[src/rtl/arm_pkg.sv]
// Shared architectural definitions for the status/flag logic:
// condition codes, NZCV bit positions and the status word type.
package arm_pkg;

    localparam logic [3:0] COND_EQ = 4'b0000;
    localparam logic [3:0] COND_NE = 4'b0001;
    localparam logic [3:0] COND_CS = 4'b0010;
    localparam logic [3:0] COND_CC = 4'b0011;
    localparam logic [3:0] COND_MI = 4'b0100;
    localparam logic [3:0] COND_PL = 4'b0101;
    localparam logic [3:0] COND_VS = 4'b0110;
    localparam logic [3:0] COND_VC = 4'b0111;
    localparam logic [3:0] COND_HI = 4'b1000;
    localparam logic [3:0] COND_LS = 4'b1001;
    localparam logic [3:0] COND_GE = 4'b1010;
    localparam logic [3:0] COND_LT = 4'b1011;
    localparam logic [3:0] COND_GT = 4'b1100;
    localparam logic [3:0] COND_LE = 4'b1101;
    localparam logic [3:0] COND_AL = 4'b1110;
    // Reserved encoding; treated like any other flag-dependent condition.
    localparam logic [3:0] COND_NV = 4'b1111;

    localparam int FLAG_N = 3;
    localparam int FLAG_Z = 2;
    localparam int FLAG_C = 1;
    localparam int FLAG_V = 0;

    typedef logic [3:0] status_t;

    // Only "always" skips the flag check; everything else, including the
    // reserved code, must wait for final flags.
    function automatic logic cond_needs_flags(input logic valid, input logic [3:0] cond);
        return valid & (cond != COND_AL);
    endfunction

endpackage

[src/rtl/flag_pending_counter.sv]
// Up/down counter of in-flight flag-setting instructions.
// Flush clears the count outright; overflow past MAX_PENDING and
// underflow below zero both hold the count and set a sticky error.
module flag_pending_counter #(
    parameter int MAX_PENDING = 3,
    parameter int CNT_W       = 3
) (
    input  logic             clk,
    input  logic             rst_n,
    input  logic             flush_i,
    input  logic             inc_i,
    input  logic             dec_i,
    output logic [CNT_W-1:0] cnt_o,
    output logic             err_o
);

    localparam logic [CNT_W-1:0] CNT_MAX = CNT_W'(MAX_PENDING);

    logic [CNT_W-1:0] cnt_q, cnt_d;
    logic             err_q, err_d;

    // Next count: flush dominates, simultaneous inc/dec cancel, saturate at both ends.
    always_comb begin
        cnt_d = cnt_q;
        err_d = err_q;
        if (flush_i) begin
            cnt_d = '0;
        end else if (inc_i && !dec_i) begin
            if (cnt_q == CNT_MAX) err_d = 1'b1;
            else                  cnt_d = cnt_q + 1'b1;
        end else if (dec_i && !inc_i) begin
            if (cnt_q == '0) err_d = 1'b1;
            else             cnt_d = cnt_q - 1'b1;
        end
    end

    // Count and sticky error registers.
    always_ff @(posedge clk or negedge rst_n) begin
        if (!rst_n) begin
            cnt_q <= '0;
            err_q <= 1'b0;
        end else begin
            cnt_q <= cnt_d;
            err_q <= err_d;
        end
    end

    assign cnt_o = cnt_q;
    assign err_o = err_q;

endmodule

[src/rtl/status_flag_unit.sv]
// NZCV status register with in-flight flag-setter tracking and the
// ID-stage flag hazard. Optional macro STATUS_BYPASS_EN forwards the
// value being written this cycle onto status_bits and lets a waiting
// conditional instruction proceed in the commit cycle itself.
module status_flag_unit
    import arm_pkg::*;
#(
    parameter int MAX_PENDING = 3,
    parameter int CNT_W       = 3
) (
    input  logic             clk,
    input  logic             rst_n,
    input  logic             id_valid,
    input  logic [3:0]       id_cond,
    input  logic             id_s,
    input  logic             id_issue,
    input  logic             exe_s_commit,
    input  logic [3:0]       exe_flags,
    input  logic             msr_we,
    input  logic [3:0]       msr_data,
    input  logic             flush,
    output logic [3:0]       status_bits,
    output logic             flag_hazard,
    output logic [CNT_W-1:0] pending_cnt,
    output logic             pend_err
);

    status_t status_q, status_d;
    logic    needs_flags;
    logic    inc, dec;

    assign needs_flags = cond_needs_flags(id_valid, id_cond);
    assign dec         = exe_s_commit;
    // A stalled setter is not counted; only instructions actually leaving ID are.
    assign inc         = id_issue & id_s & ~flag_hazard;

    // Register write priority: direct MSR write beats the EXE commit.
    // Flush does not block either, since the commit is older than the flush.
    always_comb begin
        status_d = status_q;
        if (msr_we)            status_d = msr_data;
        else if (exe_s_commit) status_d = exe_flags;
    end

    // Architectural NZCV register.
    always_ff @(posedge clk or negedge rst_n) begin
        if (!rst_n) status_q <= '0;
        else        status_q <= status_d;
    end

    flag_pending_counter #(
        .MAX_PENDING (MAX_PENDING),
        .CNT_W       (CNT_W)
    ) u_pending (
        .clk     (clk),
        .rst_n   (rst_n),
        .flush_i (flush),
        .inc_i   (inc),
        .dec_i   (dec),
        .cnt_o   (pending_cnt),
        .err_o   (pend_err)
    );

`ifdef STATUS_BYPASS_EN
    assign status_bits = status_d;
    assign flag_hazard = needs_flags & ((pending_cnt - CNT_W'(dec)) != '0);
`else
    assign status_bits = status_q;
    assign flag_hazard = needs_flags & (pending_cnt != '0);
`endif

endmodule

[config.mk]
export PLATFORM = sky130hd
export DESIGN_NAME = status_flag_unit
export DESIGN_NICKNAME = d
export VERILOG_FILES = /design/src/rtl/arm_pkg.sv /design/src/rtl/flag_pending_counter.sv /design/src/rtl/status_flag_unit.sv
export SDC_FILE = /design/constraint.sdc
export NUM_CORES = 1
export LEC_CHECK = 0
export BUFFER_PORTS_ARGS = -buffer_cell sky130_fd_sc_hd__buf_2
export CAP_MARGIN = 20
export CELL_PAD_IN_SITES_DETAIL_PLACEMENT = 0
export CELL_PAD_IN_SITES_GLOBAL_PLACEMENT = 1
export CORE_AREA = 2 2 44 46
export DETAILED_ROUTE_END_ITERATION = 7
export DIE_AREA = 0 0 46 48
export GPL_TIMING_DRIVEN = 0
export PLACE_DENSITY = 0.84
export RECOVER_POWER = 25
export SLEW_MARGIN = 10
export SYNTH_ARGS = -nofsm -noshare
export SYNTH_HDL_FRONTEND = slang
export SYNTH_SLANG_ARGS = --single-unit
[constraint.sdc]
create_clock -name clk -period 5.55 [get_ports clk]
set_input_delay 0.555 -clock clk [delete_from_list [all_inputs] [get_ports clk]]
set_output_delay 0.555 -clock clk [all_outputs]
set_load 0.01 [all_outputs]
Word level (Yosys, flattened, before mapping)
Index checks and enable logic that the tools add are counted.
{"block": "classes", "n_addsub": 2, "n_eq_ne": 5, "mux": 11, "bitwise_logic": 6, "reduce_logical": 12}
{"cell": "3-bit 2-to-1 mux", "n": 5}
{"cell": "4-bit 2-to-1 mux", "n": 2}
{"cell": "2-bit nonzero test", "n": 3}
{"cell": "3-bit nonzero test", "n": 2}
{"cell": "1-bit bitwise AND", "n": 4}
{"cell": "1-bit 2-to-1 mux", "n": 4}
{"cell": "4-bit inequality test (second input constant)", "n": 1}
{"cell": "4-bit AND reduction", "n": 1}
{"cell": "3-bit by 1-bit adder with 3-bit output (second input constant)", "n": 1}
{"cell": "3-bit by 2-bit == test with 1-bit output (second input constant)", "n": 1}
{"cell": "3-bit zero test", "n": 1}
{"cell": "3-bit by 2-bit inequality test with 1-bit output (second input constant)", "n": 1}
{"cell": "3-bit inequality test (second input constant)", "n": 1}
{"cell": "3-bit AND reduction", "n": 1}
{"cell": "3-bit by 1-bit subtractor with 3-bit output (second input constant)", "n": 1}
{"cell": "1-bit logical AND", "n": 2}
{"cell": "1-bit zero test", "n": 2}
{"cell": "2-bit inequality test (second input constant)", "n": 1}
{"cell": "1-bit NOT", "n": 2}
{"block": "totals", "regBits": 8, "input_bits": 20, "out_inout_bits": 9, "wordCells": 39}

Depth between registers and ports, before layout
Gate-level depths: netlist of the first run.
{"block": "logic_depth", "word_depth": 10, "depth_mapped": 8, "ltp_nobuf": 8}

Hierarchy
From an unflattened synthesis of the first run, not the netlist that was laid out.
{"block": "unflattened", "cells_unflattened": 59, "hier_area_um2": 570.5}
{"module": "flag_pending_counter", "instances": 1, "cells_per_inst": 37, "area_each_um2": 359.1, "seq_area_each_um2": 100.1}
{"module": "status_flag_unit", "instances": 1, "cells_per_inst": 22, "area_each_um2": 211.5, "seq_area_each_um2": 100.1}

Least setup slack after synthesis of the first run
OpenSTA, ideal clock, no wires.
{"block": "synth_path", "path_kind": "input port to flip-flop", "from": "input port id_cond[0]", "to": "register u_pending.cnt_q[2], in the netlist u_pending.cnt_o[2]", "setup_ps": 80, "arrival_ps": 1979, "t_required_ps": 5470, "setup_slack_ps": 3491, "cell_stages": 8, "n_path_buf": 0, "cell_sequence": "nand4b_1 -> o311ai_2 -> and3_1 -> ha_1 -> fa_1 -> nand2b_1 -> a31oi_1 -> nor3b_2"}
{"block": "synth_via", "elab_chain_cells": 9, "word_cells_on_any_way": 14, "cone_classes": "eq/ne (3); mux (2); bitwise (4); reduce/logical (5)"}
{"element": "start: declaration", "line": "status_flag_unit.sv:14", "text": "input logic [3:0] id_cond,"}
{"element": "4-bit inequality test *", "line": "arm_pkg.sv:33", "text": "return valid & (cond != COND_AL);"}
{"element": "1-bit bitwise AND *", "line": "arm_pkg.sv:33"}
{"element": "1-bit bitwise AND *", "line": "status_flag_unit.sv:69", "text": "assign flag_hazard = needs_flags & (pending_cnt != '0);"}
{"element": "1-bit NOT *", "line": "status_flag_unit.sv:35", "text": "assign inc = id_issue & id_s & ~flag_hazard;"}
{"element": "1-bit bitwise AND *", "line": "status_flag_unit.sv:35"}
{"element": "1-bit zero test", "line": "flag_pending_counter.sv:31", "text": "end else if (dec_i && !inc_i) begin"}
{"element": "1-bit logical AND", "line": "flag_pending_counter.sv:31"}
{"element": "3-bit nonzero test (no source line)"}
{"element": "3-bit AND reduction (no source line)"}
{"element": "end signal: assignment", "line": "flag_pending_counter.sv:43", "text": "cnt_q <= cnt_d;"}
{"element": "end: declaration", "line": "flag_pending_counter.sv:19", "text": "logic [CNT_W-1:0] cnt_q, cnt_d;"}
Mark *: on every way between the ends. The rest lies on a longest branch, timed or not.
A chain may end at the register's enable or synchronous reset.

Worst setup path in the final report of the first run
{"block": "layout_path", "from": "register u_pending.cnt_q[1], in the netlist u_pending.cnt_o[1]", "to": "register u_pending.cnt_q[2], in the netlist u_pending.cnt_o[2]"}
{"block": "layout_via", "elab_chain_cells": 8, "word_cells_on_any_way": 20, "cone_classes": "add/sub (2); eq/ne (3); mux (5); bitwise (3); reduce/logical (7)"}
{"element": "branches (longest 8 deep; another with 3-bit by 1-bit subtractor with 3-bit output)"}
Parallel ways; which one is timed is not known. The select of a mux whose other input is x is not followed.

==> impl_metrics.sql, run 1 <==
INSERT INTO impl_metrics (metric_group, metric, value, unit) VALUES
('floorplan', 'boundaryPins', '29', ''),
('synth', 'yosys.cell_types.count', '25', ''),
('floorplan', 'fp-row-count', '15', ''),
('timing', 'report.final.setup_viol', '0', ''),
('timing', 'finalMaxSlewViolations', '0', ''),
('placed_design', 'gp_congestion', '0.676', ''),
('synth', 'synth_area_leaders', 'dfrtp_1 (36%), mux2i_1 (7.3%), o21ai_0 (6.3%)', ''),
('run', 'max_cap_violations', '0', ''),
('global_route', 'grt_antenna_before_repair', '0', ''),
('timing', 'finalClockSkew', '7.48', 'ps'),
('layout', 'final_layout_size_suffix_gt1_share', '42.0', '%'),
('worst_setup_path', 'cp_cell_sequence', 'o311ai_2 > and3_1 > ha_1 > fa_1 > nand2b_1 > a31oi_1 > nor3b_2', ''),
('timing', 'timing.slew.headroom', '72.4', '%'),
('synth', 'synth-seq-cells', '8', ''),
('clocking', 'cts_buffers', '3', ''),
('floorplan', 'start_util', '32.7', '%'),
('pwr', 'worst_ir_drop_vdd', '0.117', 'mV'),
('worst_setup_path', 'timing.rr.start', 'u_pending.cnt_o[1]', ''),
('timing', 'post-route-worst-setup-slack', '3430', 'ps'),
('timing', 'grt_setup_unrepaired', 'no', ''),
('outcome', 'outcome', 'finished, final reports clean', ''),
('worst_setup_path', 'rr_endpoint', 'u_pending.cnt_o[2]', ''),
('pwr', 'p_leak', '0.383', 'nW'),
('synth', 'synth_top_area_share', '36.3', '%'),
('detailed_routing', 'met3_wire_length', '60', 'µm'),
('synth', 'syn_area', '552', 'µm²'),
('synth', 'syn_nets', '80', ''),
('global_route', 'grt_remaining_overflow', '0', ''),
('worst_setup_path', 'crit_required', '5710', 'ps'),
('detailed_routing', 'drt_iter0_markers', '6', ''),
('worst_setup_path', 'critical_path.slowest_cell', 'dfrtp_1', ''),
('synth', 'synth_cells', '57', ''),
('layout', 'post_route_design_area', '734', 'µm²'),
('synth', 'synth_top_area_cell', 'dfrtp_1', ''),
('synth', 'yosysWarningCount', '0', ''),
('global_route', 'largest_net_degree_at_the_start_of_global_routing', '11', ''),
('detailed_routing', 'routed_wire_length_per_instance', '11.7', 'µm'),
('timing', 'timing.fmax', '472', 'MHz'),
('placed_design', 'place.port_buffers', '28', ''),
('timing', 'worst_slew_pin_slew', '414', 'ps'),
('detailed_routing', 'wl_met1', '561', 'µm'),
('worst_setup_path', 'worst-r2r-cell-count', '7', ''),
('detailed_routing', 'route.final.wire_length', '1220', 'µm'),
('detailed_routing', 'first_pass_iters', '3', ''),
('worst_setup_path', 'worst_setup_path_startpoint', 'u_pending.cnt_o[1]', ''),
('clocking', 'clk_latency', '250', 'ps'),
('clocking', 'cts.sink_count', '8', ''),
('floorplan', 'die_area', '2210', 'µm²'),
('layout', 'fillCellCount', '166', ''),
('synth', 'ys_seq_area_share', '36.3', '%'),
('worst_setup_path', 'critPathKind', 'reg -> reg', ''),
('placed_design', 'post-dp-hpwl', '986', 'µm'),
('detailed_routing', 'detail-route-antenna-nets', '0', ''),
('detailed_routing', 'met2RoutedLength', '602', 'µm'),
('detailed_routing', 'dr_total_vias', '535', ''),
('worst_setup_path', 'cp-end-kind', 'register', ''),
('clocking', 'post-cts-setup-buffers', '0', ''),
('layout', 'syn2layout_area_growth', '33.1', '%'),
('clocking', 'max-clock-path-buffers', '2', ''),
('clocking', 'h-tree-depth', '1', ''),
('clocking', 'clock_tree.root_cell', 'clkbuf_4', ''),
('worst_setup_path', 'startpoint_type', 'register', ''),
('global_route', 'grt_pass1_vias', '433', ''),
('clocking', 'post_cts_hold_buffer_count', '0', ''),
('floorplan', 'design.core.area', '1690', 'µm²'),
('worst_setup_path', 'crit_family', 'adder cells', ''),
('timing', 'ratio_of_final_minimum_period_to_clock_period', '38.2', '%'),
('detailed_routing', 'route.top_layer_used', 'met3', ''),
('timing', 'total_negative_slack_for_setup_checks', '0', 'ps'),
('pwr', 'power_density', '254', 'nW/µm²'),
('worst_setup_path', 'path_max_fanout', '9', '');
worst register-to-register path, cell delays in order (launching register included):
cell	delay, ps
dfrtp_1	510
o311ai_2	170
and3_1	210
ha_1	210
fa_1	410
nand2b_1	190
a31oi_1	160
nor3b_2	180
report_power, final:
part	switching, mW	internal [mW]	total, mW
clock	0.0180	0.0246	0.0427
combinational	0.0355	0.0347	0.0702
sequential	0.00840	0.0650	0.0734
flip-flops by register name (all words and copies together), names as in the netlist:
signal           flops
status_bits          4
u_pending.cnt_o      3
u_pending.err_o      1
cell usage after synthesis:
| library cell | number |
|---|---|
| nand3b_1 | 1 |
| o31ai_1 | 2 |
| o311ai_2 | 1 |
| a221oi_2 | 1 |
| nand4b_1 | 2 |
| buf_2 | 2 |
| a31oi_1 | 2 |
| nand2b_1 | 1 |
| mux2i_1 | 4 |
| a21oi_1 | 2 |
| and3_1 | 1 |
| dfrtp_1 | 8 |
| fa_1 | 1 |
| nand2_1 | 5 |
| nor3b_2 | 1 |
| nor2b_1 | 2 |
| nand3_1 | 1 |
| buf_6 | 1 |
| o21a_1 | 1 |
| inv_1 | 6 |
| nor4_2 | 1 |
| ha_1 | 2 |
| o21ai_0 | 7 |
| a211o_1 | 1 |
| nor2_1 | 1 |
worst max path at each step:
stage,end,slack [ps],cells after the start
floorplan,u_pending.cnt_o[2],3490,8
global placement,u_pending.cnt_o[2],3280,9
detailed placement,u_pending.cnt_o[2],3240,9
CTS,u_pending.cnt_o[2],3430,7
global route,u_pending.cnt_o[1],3250,7
finish,u_pending.cnt_o[2],3430,7
cells by family after synthesis:
logic type	Yosys count	share of synthesized area [%]
adders and majority gates	3	8.16
muxes	4	7.26
buffers and inverters	9	7.94
and+or+nand+nor	16	18.6
AOI/OAI and AO/OA	17	21.8
DFF	8	36.3
cells in the final DEF, fill, tap and decap left out, types with 2 or more instances in the layout:
master    instances
buf_2            29
clkbuf_4          3
a21oi_1           2
dfrtp_1           8
nor2b_1           2
o21ai_0           7
mux2i_1           4
o31ai_1           2
nand4b_1          2
nand2_1           5
ha_1              2
inv_1             6
a31oi_1           2
final cells by class:
class                   count  area [µm²]  area share [%]
multi-input cells          40         308            41.9
flip-flops and latches      8         200            27.3
clock buffers               3        22.5            3.07
inverters                   6        22.5            3.07
well taps                  17        21.3            2.90
repair buffers             28         139            18.9
plain buffers               3        21.3            2.90
per-layer routing:
| metal | vias to the layer above | global-route usage (%) |
|---|---|---|
| li1 | 268 | - |
| met3 | 0 | 3.40 |
| met4 | 0 | 3.43 |
| met2 | 14 | 18.1 |
| met1 | 253 | 14.0 |
| met5 | - | 0 |
per-stage QoR:
step	total power, mW	util, %
3_3_place_gp	0.142	42.2
3_5_place_dp	0.144	42.2
4_1_cts	0.189	43.6
6_report	0.186	43.5
5_1_grt	0.200	43.5
2_1_floorplan	0.119	-
Note: power is estimated with default switching activity, not from simulation.
==> inputs of run 2 (changes only) <==
CORE_AREA = 2 2 46 48   (was 2 2 44 46)
DIE_AREA = 0 0 48 50   (was 0 0 46 48)
PLACE_DENSITY = 0.78   (was 0.84)
clock period = 2.1 ns   (was 5.55 ns; I/O delays follow)
==> run 2 against run 1 <==
Against the previous run: first-iteration DRC count decreased by 83%; global-route usage up 1.4 points; critical path depth unchanged; setup slack lost 3300 ps; hold slack lost 41 ps; largest power group is now combinational logic; highest routed layer unchanged.
==> impl_metrics.sql, run 2 (synthesized netlist as in run 1, its figures left out) <==
INSERT INTO impl_metrics (metric_group, metric, value, unit) VALUES
('outcome', 'outcome', 'finished, final reports clean', ''),
('worst_setup_path', 'max_stage_delay', '420', 'ps'),
('pwr', 'power_switching_share', '34.7', '%'),
('floorplan', 'fp-row-count', '16', ''),
('floorplan', 'die_y', '50', 'µm'),
('timing', 'timing.fmax', '504', 'MHz'),
('timing', 'report.final.setup_viol', '0', ''),
('pwr', 'power_density', '657', 'nW/µm²'),
('timing', 'finalMaxSlewViolations', '0', ''),
('run', 'max_cap_violations', '0', ''),
('detailed_routing', 'route.final.wire_length', '1380', 'µm'),
('clocking', 'clock_tree.root_cell', 'clkbuf_4', ''),
('floorplan', 'die_area', '2400', 'µm²'),
('clocking', 'clk_latency', '250', 'ps'),
('timing', 'post-route-worst-setup-slack', '116', 'ps'),
('detailed_routing', 'detail-route-antenna-nets', '0', ''),
('worst_setup_path', 'worst-r2r-cell-count', '7', ''),
('pwr', 'internal_power', '355', 'µW'),
('clocking', 'clk_pin_slew', '60', 'ps'),
('timing', 'ratio_of_final_minimum_period_to_clock_period', '94.5', '%'),
('detailed_routing', 'drt_iter0_markers', '1', ''),
('layout', 'final_layout_size_suffix_gt1_share', '52.2', '%'),
('worst_setup_path', 'path_depth', '7', ''),
('clocking', 'max-clock-path-buffers', '2', ''),
('pwr', 'worst_ir_drop_vdd', '0.250', 'mV'),
('global_route', 'grt_pass1_wl', '2100', 'µm'),
('detailed_routing', 'dr_total_vias', '547', ''),
('worst_setup_path', 'startpoint_type', 'register', ''),
('layout', 'fillCellCount', '198', ''),
('clocking', 'h-tree-depth', '1', ''),
('detailed_routing', 'first_pass_iters', '2', ''),
('worst_setup_path', 'critical_path.n_buffers_inverters', '1', ''),
('pwr', 'pwr-share-seq', '34.9', '%'),
('placed_design', 'placement.cell_area', '726', 'µm²'),
('layout', 'sequential_cell_area', '203', 'µm²'),
('pwr', 'total_switching_power', '189', 'µW'),
('detailed_routing', 'routed_wire_length_per_instance', '11.6', 'µm'),
('floorplan', 'start_util', '29.0', '%'),
('worst_setup_path', 'cp_cell_sequence', 'buf_6 > o311ai_4 > and3_4 > ha_4 > fa_2 > o21a_1 > a221oi_2', ''),
('worst_hold_path', 'hold_class', 'in -> reg', ''),
('layout', 'most-common-layout-cells', 'buf_2 (28), o21ai_0 (7), inv_1 (6), dfrtp_1 (6), nand2_1 (5)', ''),
('global_route', 'grt_antenna_before_repair', '0', ''),
('worst_setup_path', 'critPathKind', 'reg -> reg', ''),
('layout', 'num_antenna_cells', '0', ''),
('worst_hold_path', 'hold-path-cell-count', '3', ''),
('pwr', 'p_leak', '0.402', 'nW'),
('global_route', 'largest_net_degree_at_the_start_of_global_routing', '11', ''),
('layout', 'multi_input_gate_area', '352', 'µm²'),
('worst_setup_path', 'crit_required', '2260', 'ps'),
('floorplan', 'chipWidth', '48', 'µm'),
('timing', 'final_hold_viol_count', '0', ''),
('timing', 'timing.slew.headroom', '69.7', '%'),
('worst_setup_path', 'cp-end-kind', 'register', ''),
('timing', 'finalCriticalPeriod', '1980', 'ps'),
('worst_setup_path', 'path_max_fanout', '10', ''),
('timing', 'fin_hold_ws', '163', 'ps'),
('global_route', 'groute.usage.overall', '12.5', '%'),
('worst_setup_path', 'cp.arrival', '2150', 'ps'),
('floorplan', 'boundaryPins', '29', ''),
('placed_design', 'gp_congestion', '0.717', ''),
('layout', 'largest_register_ffs', '4', ''),
('clocking', 'cts_buffers', '3', ''),
('clocking', 'cts_tree', 'done', ''),
('global_route', 'grt_remaining_overflow', '0', ''),
('pwr', 'comb_power_share', '42.5', '%'),
('placed_design', 'pre_cts_slack', '-46.5', 'ps'),
('placed_design', 'post-dp-hpwl', '992', 'µm'),
('floorplan', 'design.core.area', '1900', 'µm²'),
('placed_design', 'place.port_buffers', '28', ''),
('pwr', 'clockPowerShare', '22.6', '%'),
('worst_setup_path', 'crit_family', 'compound AO/OA/AOI/OAI gates', ''),
('timing', 'finalClockSkew', '0.152', 'ps'),
('layout', 'layout_commonest_cell', 'buf_2', ''),
('timing', 'grt_setup_unrepaired', 'no', ''),
('worst_setup_path', 'critical_path.slowest_cell', 'fa_2', ''),
('detailed_routing', 'via_density_per_instance', '4.60', ''),
('layout', 'number_of_nets_in_the_layout', '117', ''),
('detailed_routing', 'detail_route.drc_violations', '0', ''),
('clocking', 'cts.sink_count', '8', ''),
('layout', 'post_route_design_area', '828', 'µm²'),
('layout', 'syn2layout_area_growth', '50.1', '%'),
('global_route', 'grt_pass1_vias', '528', ''),
('timing', 'worst_slew_pin_slew', '455', 'ps');
run 2: per-stage QoR:
| step | total power [mW] | util (%) | setup TNS (ps) | std cells |
|---|---|---|---|---|
| global route | 0.584 | 43.6 | 0 | 119 |
| CTS | 0.520 | 40.9 | 0 | 116 |
| detailed placement | 0.382 | 38.2 | -75.1 | 112 |
| floorplan | 0.316 | - | 0 | 57 |
| finish | 0.544 | 43.6 | 0 | 119 |
| global placement | 0.377 | 38.2 | -12.6 | 112 |
run 2: worst paths after layout:
path	start	endpoint	slack (ps)
worst max-delay path	u_pending.cnt_o[0]	u_pending.cnt_o[1]	120
worst min-delay path	msr_data[1]	status_bits[1]	160
worst max register to register	u_pending.cnt_o[0]	u_pending.cnt_o[1]	120
worst min register to register	u_pending.err_o	u_pending.err_o	460
max in group asynchronous	rst_n	u_pending.cnt_o[2]	1360
min in group asynchronous	rst_n	status_bits[1]	410
run 2: power groups by stage:
| stage | sequential, mW | clock [mW] | combinational (mW) |
|---|---|---|---|
| after floorplan | 0.202 | 0 | 0.114 |
| after detailed placement | 0.196 | 0 | 0.185 |
| after global placement | 0.195 | 0 | 0.182 |
| after global routing | 0.191 | 0.133 | 0.259 |
| after CTS | 0.198 | 0.125 | 0.196 |
| final | 0.190 | 0.123 | 0.231 |
run 2: worst min-delay path: cells and delay by family:
family / cells / cell delay [ps]
buffers and inverters: 1 / 80
and+or+nand+nor: 1 / 40
AOI/OAI and AO/OA: 1 / 60
run 2: timing repair:
action / 4_1_cts / 5_1_grt
hold endpoints to repair: 8 / 0
setup buffers: 0 / 3
pin swaps: 1 / 3
hold buffers: 1 / 0
setup endpoints to repair: 3 / 3
gates resized for setup: 4 / 7
run 2: final cells by class:
cell class / instances / share of cell area, %
multi-input combinational: 40 / 42.4
sequential: 8 / 24.5
timing repair buffer: 32 / 20.7
tap: 27 / 4.08
buffer: 3 / 2.87
clock buffer: 3 / 2.72
inverter: 6 / 2.72
run 2: per-layer routing:
layer / track usage [%] / routed length (µm) / vias to the layer above
met4: 6.76 / 0 / 0
li1: - / - / 276
met5: 0 / 0 / -
met1: 13.9 / 574 / 259
met3: 1.10 / 28 / 0
met2: 21.8 / 777 / 12
